--- src/rtl/vga_timing_pkg.sv ---
// 640x480@60 Hz VGA timing constants, derived raster/sync bounds and the
// coordinate type shared by the scan counters and downstream pixel logic.
package vga_timing_pkg;

    localparam int CLK_DIV   = 4;
    localparam int H_DISPLAY = 640;
    localparam int H_FRONT   = 16;
    localparam int H_SYNC    = 96;
    localparam int H_BACK    = 48;
    localparam int V_DISPLAY = 480;
    localparam int V_FRONT   = 10;
    localparam int V_SYNC    = 2;
    localparam int V_BACK    = 33;

    localparam int H_TOTAL  = H_DISPLAY + H_FRONT + H_SYNC + H_BACK;
    localparam int V_TOTAL  = V_DISPLAY + V_FRONT + V_SYNC + V_BACK;
    localparam int HS_START = H_DISPLAY + H_FRONT;
    localparam int HS_END   = H_DISPLAY + H_FRONT + H_SYNC - 1;
    localparam int VS_START = V_DISPLAY + V_FRONT;
    localparam int VS_END   = V_DISPLAY + V_FRONT + V_SYNC - 1;

    typedef logic [9:0] coord_t;

endpackage

--- src/rtl/pixel_tick_div.sv ---
// Clock-enable divider: p_tick is high for one clk out of every CLK_DIV,
// decoded straight from the counter so it is valid during reset as well.
module pixel_tick_div #(
    parameter int CLK_DIV = 4
) (
    input  logic clk,
    input  logic reset,
    output logic p_tick
);

    localparam int W = (CLK_DIV > 1) ? $clog2(CLK_DIV) : 1;
    localparam logic [W-1:0] LAST = W'(CLK_DIV - 1);

    logic [W-1:0] div_cnt;

    always_ff @(posedge clk or posedge reset) begin
        if (reset)
            div_cnt <= '0;
        else if (div_cnt == LAST)
            div_cnt <= '0;
        else
            div_cnt <= div_cnt + 1'b1;
    end

    assign p_tick = (div_cnt == LAST);

endmodule

--- src/rtl/vga_timing_gen.sv ---
// VGA raster scan counters with registered active-low hsync/vsync and frame pulse.
// Define VGA_FRAME_COUNT_EN to add the 16-bit frame_cnt output.
module vga_timing_gen
    import vga_timing_pkg::*;
#(
    parameter int CLK_DIV   = vga_timing_pkg::CLK_DIV,
    parameter int H_DISPLAY = vga_timing_pkg::H_DISPLAY,
    parameter int H_FRONT   = vga_timing_pkg::H_FRONT,
    parameter int H_SYNC    = vga_timing_pkg::H_SYNC,
    parameter int H_BACK    = vga_timing_pkg::H_BACK,
    parameter int V_DISPLAY = vga_timing_pkg::V_DISPLAY,
    parameter int V_FRONT   = vga_timing_pkg::V_FRONT,
    parameter int V_SYNC    = vga_timing_pkg::V_SYNC,
    parameter int V_BACK    = vga_timing_pkg::V_BACK
) (
    input  logic   clk,
    input  logic   reset,
    output logic   p_tick,
    output coord_t x,
    output coord_t y,
    output logic   video_on,
    output logic   hsync,
    output logic   vsync,
    output logic   frame_start
`ifdef VGA_FRAME_COUNT_EN
    ,
    output logic [15:0] frame_cnt
`endif
);

    localparam coord_t H_LAST   = coord_t'(H_DISPLAY + H_FRONT + H_SYNC + H_BACK - 1);
    localparam coord_t V_LAST   = coord_t'(V_DISPLAY + V_FRONT + V_SYNC + V_BACK - 1);
    localparam coord_t H_VIS    = coord_t'(H_DISPLAY);
    localparam coord_t V_VIS    = coord_t'(V_DISPLAY);
    localparam coord_t HS_FIRST = coord_t'(H_DISPLAY + H_FRONT);
    localparam coord_t HS_LAST  = coord_t'(H_DISPLAY + H_FRONT + H_SYNC - 1);
    localparam coord_t VS_FIRST = coord_t'(V_DISPLAY + V_FRONT);
    localparam coord_t VS_LAST  = coord_t'(V_DISPLAY + V_FRONT + V_SYNC - 1);

    coord_t x_next;
    coord_t y_next;
    logic   wrap;

    pixel_tick_div #(
        .CLK_DIV (CLK_DIV)
    ) u_tick (
        .clk    (clk),
        .reset  (reset),
        .p_tick (p_tick)
    );

    always_comb begin
        x_next = x;
        y_next = y;
        if (p_tick) begin
            if (x == H_LAST) begin
                x_next = '0;
                y_next = (y == V_LAST) ? '0 : y + 10'd1;
            end else begin
                x_next = x + 10'd1;
            end
        end
    end

    assign wrap = p_tick && (x == H_LAST) && (y == V_LAST);

    // Syncs decode the next-state coordinates so they register alongside x/y.
    always_ff @(posedge clk or posedge reset) begin
        if (reset) begin
            x           <= '0;
            y           <= '0;
            hsync       <= 1'b1;
            vsync       <= 1'b1;
            frame_start <= 1'b0;
        end else begin
            x           <= x_next;
            y           <= y_next;
            hsync       <= !((x_next >= HS_FIRST) && (x_next <= HS_LAST));
            vsync       <= !((y_next >= VS_FIRST) && (y_next <= VS_LAST));
            frame_start <= wrap;
        end
    end

    assign video_on = (x < H_VIS) && (y < V_VIS);

`ifdef VGA_FRAME_COUNT_EN
    always_ff @(posedge clk or posedge reset) begin
        if (reset)
            frame_cnt <= '0;
        else if (wrap)
            frame_cnt <= frame_cnt + 16'd1;
    end
`else
    // No frame counter in this build; wrap only drives frame_start.
`endif

endmodule

--- config.mk ---
export PLATFORM = sky130hd
export DESIGN_NAME = vga_timing_gen
export DESIGN_NICKNAME = d
export VERILOG_FILES = /design/src/rtl/vga_timing_pkg.sv /design/src/rtl/pixel_tick_div.sv /design/src/rtl/vga_timing_gen.sv
export SDC_FILE = /design/constraint.sdc
export NUM_CORES = 1
export LEC_CHECK = 0
export BUFFER_PORTS_ARGS = -buffer_cell sky130_fd_sc_hd__buf_2
export CORE_MARGIN = 10
export CORE_UTILIZATION = 25
export CTS_CLUSTER_SIZE = 16
export DETAILED_ROUTE_END_ITERATION = 6
export PLACE_DENSITY_LB_ADDON = 0.05
export SLEW_MARGIN = 20
export SYNTH_ARGS = -nofsm -noshare
export SYNTH_HDL_FRONTEND = slang
export SYNTH_SLANG_ARGS = --single-unit
--- constraint.sdc ---
create_clock -name clk -period 2.6 [get_ports clk]
set_input_delay 0.13 -clock clk [delete_from_list [all_inputs] [get_ports clk]]
set_output_delay 0.13 -clock clk [all_outputs]
set_load 0.02 [all_outputs]
==> results of run 1 <==
-- worst paths after layout --
kind                            slack [ps]              start  cells past startpoint           endpoint
worst min register to register         430  u_tick.div_cnt[0]                      1  u_tick.div_cnt[0]
worst min-delay path                   430  u_tick.div_cnt[0]                      1  u_tick.div_cnt[0]
worst max-delay path                   320  u_tick.div_cnt[0]                      6              hsync
min in group asynchronous              480              reset                      3               y[5]
worst max register to register         320  u_tick.div_cnt[0]                      6              hsync
max in group asynchronous             1680              reset                      3               x[3]
-- power by group through the flow --
stage	clock network, mW	logic [mW]	registers, mW
final	0.241	0.00960	0.389
after global routing	0.269	0.0115	0.389
after global placement	0	0.00922	0.396
after CTS	0.251	0.00938	0.389
after floorplan	0	0.00575	0.396
after detailed placement	0	0.00940	0.396
-- cell type report --
type / instances / area (sq um) / share of cell area, %
tap: 72 / 90.1 / 5.44
sequential: 25 / 628 / 37.9
clock buffer: 3 / 41.3 / 2.49
multi-input combinational: 110 / 714 / 43.1
timing repair buffer: 28 / 148 / 8.91
inverter: 8 / 30.0 / 1.81
clock inverter: 1 / 5.00 / 0.302
-- critical path: stages (launching register included) --
cell and delay, ps:
dfrtp_1 360, ha_1 470, nand4_1 240, or2_2 330, or3_2 450, a21o_1 180
o211ai_1 170
-- state kept, by name, indices dropped and copies added, names as in the netlist --
signal	cells
u_tick.div_cnt	2
frame_start	1
vsync	1
hsync	1
x	10
y	10
-- cell usage in the layout (no fill, tap or decap), types with 2 or more instances in the layout --
cell type and instances:
and3_1 2, nor2_1 7, o211ai_1 2, nand3_1 6
dfrtp_1 23, nor4_1 3, xnor2_1 4, ha_1 4
or4_1 3, o21ai_0 10, clkbuf_8 3, inv_1 7
o31ai_1 4, buf_2 26, xor2_1 3, nand4_1 12
dfstp_2 2, nand2_1 24, and4_1 2, nor3_1 3
-- logic make-up after synthesis --
logic type	Yosys count	share of synthesized area, %
simple gates	74	30.7
flops	25	45.4
compound gates	24	12.1
buf+inv	11	2.98
xor+xnor	7	4.43
fa+ha+maj	4	3.62
mux	1	0.814
-- routing by layer --
metal / vias up / track usage [%]
li1: 599 / -
met1: 575 / 11.3
met2: 17 / 13.4
met3: 2 / 2.46
met4: 0 / 2.66
met5: - / 0
-- metrics by stage --
stage	util (%)	setup WS (ps)	hold WS, ps	instance area (sq um)	cells
floorplan	-	566	156	1380	146
global placement	29.4	394	415	1600	242
detailed placement	29.4	330	421	1600	242
CTS	30.3	297	123	1650	246
global route	30.5	132	450	1660	247
finish	30.5	317	431	1660	247
==> results by group, run 1 <==
Run status
  – Outcome: complete, no violations

STA
  – Layout Skew: 5.33 ps
  – Final slew viol count: 0
  – Max-slew headroom: 37.2%
  – Hold Violations, Final: 0
  – RSZ-0062 raised after global routing: false
  – Total negative slack: 0 ps
  – Min cycle time layout: 2280 ps
  – Fmax: 0.438 GHz
  – Final period util: 87.8%
  – # setup viols final: 0
  – Worst slew pin tran: 936 ps

Power
  – Flop pwr share: 60.8%
  – Combinational share of power: 1.5%
  – Int Power: 0.498 mW
  – Leak: 0.759 nW
  – Clock power frac: 37.7%
  – Power Density: 386 nW/um^2
  – Worst VDD drop: 146 uV
  – Total power: 0.639 mW
  – Sw Pwr: 0.142 mW
  – Sw frac: 22.2%

Route
  – M1 wire length: 1.77 mm
  – Vias: 1193
  – Highest Signal Layer: met4
  – DRC marker count from the first detailed-route iteration: 74
  – Antenna viol nets, final: 0
  – Pre-antenna DRT Iters: 4
  – Via density: 4.83
  – Met3 WL: 155 microns
  – Routed wire length: 3.67 mm
  – Post-route DRC: 0
  – Routed wire per std cell: 14.9 microns
  – Met2 wire length: 1.73 mm

Logic synthesis
  – YS warnings: 0
  – Number of synthesized flops with an enable pin: 0
  – Net count after synthesis: 152
  – Ys flop type: dfrtp_1
  – Distinct cells, synth: 40
  – Synth area leaders: dfrtp_1, nand2_1, nand4_1
  – Register area share after synthesis: 45.4%
  – Post-Synthesis Mean Instance Area: 9.48 sq um
  – Cells after Synth: 146
  – Post-synthesis register bit count: 25
  – Post-synth ARST share: 100%
  – Synth top cells by count: nand2_1, dfrtp_1, nand4_1, o21ai_0, inv_1
  – Share of the synthesized area in the top cell type: 41.6%
  – Most common cell in the netlist: nand2_1
  – Netlist Area Pre-Place: 1380 sq um
  – Area leader, netlist: dfrtp_1

Clock network
  – H-tree lvl count: 1
  – Setup Fix Bufs, Post-CTS: 0
  – CTS clock-pin slew for the worst setup and hold paths: 100 ps
  – Hold Buf Count CTS: 0
  – Maximum clock path buffer count: 2
  – Worst-Skew Late Latency: 270 ps
  – CTS root buffer: clkbuf_8
  – Total CTS buffers: 3
  – TritonCTS clock tree: built
  – CTS sink count: 25
  – Resized cells post-CTS: 0

Placed design
  – IO buf count: 26
  – Dpl hpwl: 2.76 mm
  – RePlAce Congestion: 0.816

Floorplanning
  – Die area: 8910 sq um
  – FP Rows: 27
  – IO Count: 27
  – Die height: 94.4 microns
  – Die Width: 94.4 microns
  – Core area: 5440 sq um
  – Starting Density: 25.4%

Worst hold path
  – HP Class: register to register

GRT
  – Initial antenna violation count: 0
  – Grt ovf: 0
  – Vias in the first global route: 1228
  – All-Layer GR Usage: 8.63%
  – Global-route wire length before repair: 6.17 mm
  – Largest net degree at the start of global routing: 26

Cells and area
  – Synth-to-Final Area Change: 19.7%
  – Final #Nets: 182
  – N_diodes: 0
  – Layout cell share with drive strength beyond 1: 24.6%
  – # fillers: 570

Flow run
  – Max-cap violations: 0

Setup path
  – Critical Path End Type: register
  – CP startpoint kind: register
  – Critical Path RT: 2790 ps
  – Highest net fanout along the worst path: 14
  – CP Class: register to register
  – Worst EP arrival: 2480 ps
Note: power is estimated with default switching activity, not from simulation.
==> run 2: changes to the inputs <==
==> constraint.sdc (replaced) <==
create_clock -name clk -period 2.39 [get_ports clk]
set_input_delay 0.1195 -clock clk [delete_from_list [all_inputs] [get_ports clk]]
set_output_delay 0.1195 -clock clk [all_outputs]
set_load 0.02 [all_outputs]
==> run 2 against run 1 <==
Against the previous run: sequential share of layout area down 1.0 points; critical path type unchanged; critical path depth shrank 1; register-to-register slack got worse by 90 ps; critical endpoint is now vsync; core utilization rose by 0.83 points.
==> results by group, run 2 (synthesis results as in run 1) <==
Run status
  – Outcome: complete, no violations

Setup path
  – Number of cells on the worst reg-to-reg path: 5 (-1)
  – Reg2Reg Launch Point: x[5]
  – Critical Path RT: 2590 ps (-200 ps)
  – Reg-to-Reg End: vsync
  – Highest net fanout along the worst path: 8 (-6)
  – Reg2Reg Setup Slack: 220 ps (-90 ps)
  – CP Capture Point: vsync
  – Setup crit start: x[5]
  – Critical Path End Type: register
  – CP startpoint kind: register
  – Worst EP arrival: 2360 ps (-120 ps)
  – CP Class: register to register

Placed design
  – Dpl hpwl: 2.92 mm (+5.7%)
  – RePlAce Congestion: 0.800 (-1.9%)
  – IO buf count: 26 (unchanged)
  – Placed Cells incl. Taps: 248 (+2.5%)
  – DP Worst Slack: 210 ps (-120 ps)

Cells and area
  – Most frequent cells in the layout: buf_2, nand2_1, dfrtp_1
  – Layout Cells excl Fill: 253 (+2.4%)
  – FF/Latch Area: 628 sq um (unchanged)
  – Synth-to-Final Area Change: 23.0%
  – # fillers: 592 (+3.9%)
  – Largest regs: x: 10 flops, y: 10 flops, u_tick.div_cnt: 2 flops
  – Layout cell share with drive strength beyond 1: 27.1% (+2.5 points)
  – Most common cell after layout, fill and taps aside: buf_2
  – Final #Nets: 188 (+3.3%)
  – Multi-input logic area: 714 sq um (unchanged)
  – N_diodes: 0 (unchanged)

Route
  – Antenna viol nets, final: 0 (unchanged)
  – Highest Signal Layer: met4
  – Met3 WL: 247 microns (+59%)
  – Via density: 4.85 (+0.41%)
  – Met2 wire length: 1.81 mm (+4.4%)
  – Routed wire per std cell: 15.1 microns (+1.4%)
  – Vias: 1227 (+2.8%)
  – Post-route DRC: 0 (unchanged)
  – DRC marker count from the first detailed-route iteration: 63 (-15%)
  – Pre-antenna DRT Iters: 4 (unchanged)
  – Routed wire length: 3.81 mm (+3.8%)
  – M1 wire length: 1.70 mm (-4.2%)

Floorplanning
  – FP Rows: 27 (unchanged)
  – IO Count: 27 (unchanged)
  – Die area: 8910 sq um (unchanged)
  – Die Width: 94.4 microns (unchanged)
  – Starting Density: 25.4% (unchanged)
  – Die height: 94.4 microns (unchanged)
  – Core area: 5440 sq um (unchanged)

Clock network
  – Setup Fix Bufs, Post-CTS: 0 (unchanged)
  – Total CTS buffers: 3 (unchanged)
  – CTS root buffer: clkbuf_8
  – TritonCTS clock tree: built
  – Maximum clock path buffer count: 2 (unchanged)
  – CTS sink count: 25 (unchanged)
  – H-tree lvl count: 1 (unchanged)
  – Worst-Skew Late Latency: 270 ps (about the same)
  – Hold Buf Count CTS: 1 (+1)
  – CTS clock-pin slew for the worst setup and hold paths: 90 ps (about the same)
  – Resized cells post-CTS: 0 (unchanged)

STA
  – PnR worst setup slack: 224 ps (-93.0 ps)
  – # setup viols final: 0 (unchanged)
  – Total negative slack: 0 ps (unchanged)
  – Layout Skew: 4.37 ps (-0.967 ps)
  – Final period util: 90.6% (+2.8 points)
  – RSZ-0062 raised after global routing: false
  – Min cycle time layout: 2170 ps (-117 ps)
  – Final slew viol count: 0 (unchanged)
  – Fmax: 0.462 GHz (+5.4%)
  – Hold Violations, Final: 0 (unchanged)
  – Worst slew pin tran: 537 ps (-399 ps)
  – Max-slew headroom: 63.9% (+27 points)

GRT
  – Largest net degree at the start of global routing: 26 (unchanged)
  – Initial antenna violation count: 0 (unchanged)
  – Grt ovf: 0 (unchanged)
  – Vias in the first global route: 1266 (+3.1%)
  – Global-route wire length before repair: 6.53 mm (+5.9%)
  – All-Layer GR Usage: 9.17% (+0.54 points)

Worst hold path
  – HP Class: input pin to async pin

Power
  – Power Density: 407 nW/um^2 (+5.5%)
  – Worst VDD drop: 189 uV (+30%)
  – Leak: 0.792 nW (+4.4%)

Flow run
  – Max-cap violations: 0 (unchanged)
run 2: changes by cell type in the layout (fill, tap and decap cells not counted), sizes merged:
cell / before / now
buf: 27 / 33
clkinv: 2 / 1
inv: 7 / 8
run 2: how the worst min path moves through the flow:
| stage | from | to | depth (start not counted) |
|---|---|---|---|
| 2_1_floorplan | reset | frame_start | 1 |
| 3_3_place_gp | reset | x[7] | 3 |
| 3_5_place_dp | reset | x[7] | 3 |
| 4_1_cts | reset | y[7] | 4 |
| 5_1_grt | u_tick.div_cnt[0] | u_tick.div_cnt[0] | 1 |
| 6_report | reset | y[7] | 4 |
run 2: critical path, cell delays in order (launching register included):
cell	delay, ps
dfrtp_1	470
or4b_4	600
nor4_4	500
o211ai_2	170
a311oi_2	230
nand4_1	120
run 2: metal layers:
metal,track usage (%),up-vias
met2,15.2,40
met3,2.54,8
met1,10.9,567
met4,3.92,0
li1,-,612
met5,0,-
run 2: layout make-up:
class | count | share of cell area (%)
clock buffers | 3 | 2.43
clock inverters | 1 | 0.294
inverters | 8 | 1.76
multi-input cells | 110 | 42.0
flip-flops and latches | 25 | 36.9
well taps | 72 | 5.29
repair buffers | 34 | 11.3
run 2: per-stage QoR:
stage	utilization [%]	power (mW)	instance area [sq um]	hold WS (ps)
final	31.3	0.693	1700	436
after CTS	31.3	0.708	1700	439
after global placement	30.3	0.442	1650	189
after detailed placement	30.3	0.442	1650	196
after global routing	31.3	0.728	1700	474
after floorplan	-	0.437	1380	145
run 2: where the power goes:
group          leakage (nW)  switching (mW)  internal [mW]
sequential            0.328               0          0.423
combinational         0.439         0.00894        0.00284
clock                0.0255           0.141          0.117
total                 0.792           0.150          0.542
==> run 3: changes to the inputs <==
--- a/config.mk
+++ b/config.mk
@@ -10,7 +10,7 @@
 export CORE_UTILIZATION = 25
 export CTS_CLUSTER_SIZE = 16
 export DETAILED_ROUTE_END_ITERATION = 6
-export PLACE_DENSITY_LB_ADDON = 0.05
+export PLACE_DENSITY = 0.45
 export SLEW_MARGIN = 20
 export SYNTH_ARGS = -nofsm -noshare
 export SYNTH_HDL_FRONTEND = slang
==> run 3 against run 2 <==
Against the previous run: count of clock-buffer cells in the layout is 1 higher; flip-flop and latch count stayed put; sequential share of layout area increased by 0.80 points; hold slack worse by 6.7 ps; sequential power about the same; register-to-register slack improved by 60 ps; combinational power decreased by 15%; clock power hardly changed; worst setup slack better by 59 ps; via count up 0.98%; critical path type unchanged.
==> results by group, run 3 (synthesis results as in run 1) <==
Cells and area
  – Layout cell share with drive strength beyond 1: 25.0% (-2.1 points)
  – Most common cell after layout, fill and taps aside: buf_2
  – Synth-to-Final Area Change: 20.3%
  – Most frequent cells in the layout: buf_2, nand2_1, dfrtp_1
  – Layout Cells excl Fill: 248 (-2.0%)
  – Final #Nets: 183 (-2.7%)
  – # fillers: 587 (-0.84%)
  – Largest regs: x: 10 flops, y: 10 flops, u_tick.div_cnt: 2 flops
  – N_diodes: 0 (unchanged)

Power
  – Int Power: 0.544 mW (+0.25%)
  – Flop pwr share: 61.4% (+0.4 points)
  – Power Density: 413 nW/um^2 (+1.5%)
  – Leak: 0.759 nW (-4.2%)
  – Clock power frac: 37.1% (-0.2 points)
  – Worst VDD drop: 274 uV (+45%)
  – Combinational share of power: 1.5% (-0.2 points)
  – Sw frac: 21.0% (-0.73 points)
  – Sw Pwr: 0.144 mW (-4.0%)

Placed design
  – IO buf count: 26 (unchanged)
  – Dpl hpwl: 2.73 mm (-6.4%)
  – RePlAce Congestion: 0.895 (+12%)
  – Placed Cells incl. Taps: 243 (-2.0%)

Clock network
  – CTS clock-pin slew for the worst setup and hold paths: 90 ps (about the same)
  – H-tree lvl count: 1 (unchanged)
  – CTS sink count: 25 (unchanged)
  – TritonCTS clock tree: built
  – Total CTS buffers: 3 (unchanged)
  – Worst-Skew Late Latency: 270 ps (about the same)
  – Maximum clock path buffer count: 2 (unchanged)
  – Setup Fix Bufs, Post-CTS: 0 (unchanged)
  – CTS root buffer: clkbuf_8

STA
  – Min cycle time layout: 2110 ps (-58.5 ps)
  – Hold Violations, Final: 0 (unchanged)
  – Worst slew pin tran: 885 ps (+348 ps)
  – Fmax: 0.474 GHz (+2.8%)
  – Final slew viol count: 0 (unchanged)
  – Max-slew headroom: 40.7% (-23 points)
  – RSZ-0062 raised after global routing: false
  – Layout Skew: 4.12 ps (-0.246 ps)
  – Total negative slack: 0 ps (unchanged)
  – Final period util: 88.2% (-2.4 points)
  – # setup viols final: 0 (unchanged)

Setup path
  – Highest net fanout along the worst path: 8 (unchanged)
  – Critical Path End Type: register
  – CP startpoint kind: register
  – CP Class: register to register
  – Critical Path RT: 2570 ps (-20 ps)
  – Worst EP arrival: 2290 ps (-70 ps)

Floorplanning
  – Starting Density: 25.4% (unchanged)
  – Core area: 5440 sq um (unchanged)
  – Die area: 8910 sq um (unchanged)
  – Die Width: 94.4 microns (unchanged)
  – FP Rows: 27 (unchanged)
  – IO Count: 27 (unchanged)
  – Die height: 94.4 microns (unchanged)

Flow run
  – Max-cap violations: 0 (unchanged)

GRT
  – Grt ovf: 0 (unchanged)
  – All-Layer GR Usage: 8.68% (-0.49 points)
  – Vias in the first global route: 1314 (+3.8%)
  – Largest net degree at the start of global routing: 26 (unchanged)
  – Global-route wire length before repair: 6.38 mm (-2.4%)
  – Initial antenna violation count: 0 (unchanged)

Route
  – Post-route DRC: 0 (unchanged)
  – Via density: 5.00 (+3.0%)
  – Vias: 1239 (+0.98%)
  – Antenna viol nets, final: 0 (unchanged)
  – DRC marker count from the first detailed-route iteration: 73 (+16%)
  – Pre-antenna DRT Iters: 4 (unchanged)
  – Routed wire per std cell: 14.3 microns (-4.9%)
  – Routed wire length: 3.55 mm (-6.8%)

Worst hold path
  – HP Class: register to register

Run status
  – Outcome: complete, no violations
[run 3: changes by cell type in the layout (fill, tap and decap cells not counted), sizes merged]
cell | before | now
buf | 33 | 28
inv | 8 | 7
clkbuf | 3 | 4
[run 3: critical path: stages (launching register included)]
cell,delay (ps)
dfrtp_1,470
or4b_4,590
nor4_4,450
a21oi_2,60
nor4b_1,310
o211ai_1,140
[run 3: layout make-up]
class	count	area (sq um)	area share [%]
tap	72	90.1	5.41
clock buffer	4	45.0	2.70
timing repair buffer	29	155	9.32
inverter	8	30.0	1.80
multi-input combinational	110	717	43.1
sequential	25	628	37.7
[run 3: routing by layer]
| metal | part of all wire (%) | track usage, % | routed length (microns) | up-vias |
|---|---|---|---|---|
| met4 | 0.51 | 1.65 | 18 | 0 |
| met3 | 7.1 | 3.09 | 253 | 2 |
| met1 | 46 | 11.0 | 1630 | 605 |
| met5 | 0 | 0 | 0 | - |
| met2 | 47 | 13.9 | 1650 | 35 |
| li1 | - | - | - | 597 |
[run 3: power by group through the flow]
stage          sequential [mW]  combinational (mW)  clock (mW)
5_1_grt                  0.423              0.0126       0.287
2_1_floorplan            0.431             0.00626           0
6_report                 0.423              0.0100       0.255
3_5_place_dp             0.431             0.00984           0
3_3_place_gp             0.431             0.00980           0
4_1_cts                  0.423             0.00983       0.271
[run 3: per-stage QoR]
stage	util, %	setup WS, ps	cell area (sq um)	total power [mW]	hold slack (ps)
after floorplan	-	356	1380	0.437	145
after global placement	29.6	182	1610	0.441	395
after detailed placement	29.6	184	1610	0.441	398
after CTS	30.4	180	1650	0.704	95.1
after global routing	30.6	67.5	1670	0.723	460
final	30.6	282	1670	0.688	429
[run 3: timing repair]
action | 4_1_cts | 5_1_grt
hold buffers | 0 | 1
hold endpoints to repair | 0 | 23
resized for setup | 0 | 1
setup endpoints to repair | 0 | 1
[run 3: path summary, 6_finish.rpt]
kind	endpoint	slack, ps	start	cells after the start
worst min-delay path	u_tick.div_cnt[0]	430	u_tick.div_cnt[0]	1
worst min register to register	u_tick.div_cnt[0]	430	u_tick.div_cnt[0]	1
worst max-delay path	hsync	280	x[5]	5
worst max register to register	hsync	280	x[5]	5
max in group asynchronous	y[2]	1510	reset	3
min in group asynchronous	frame_start	460	reset	3
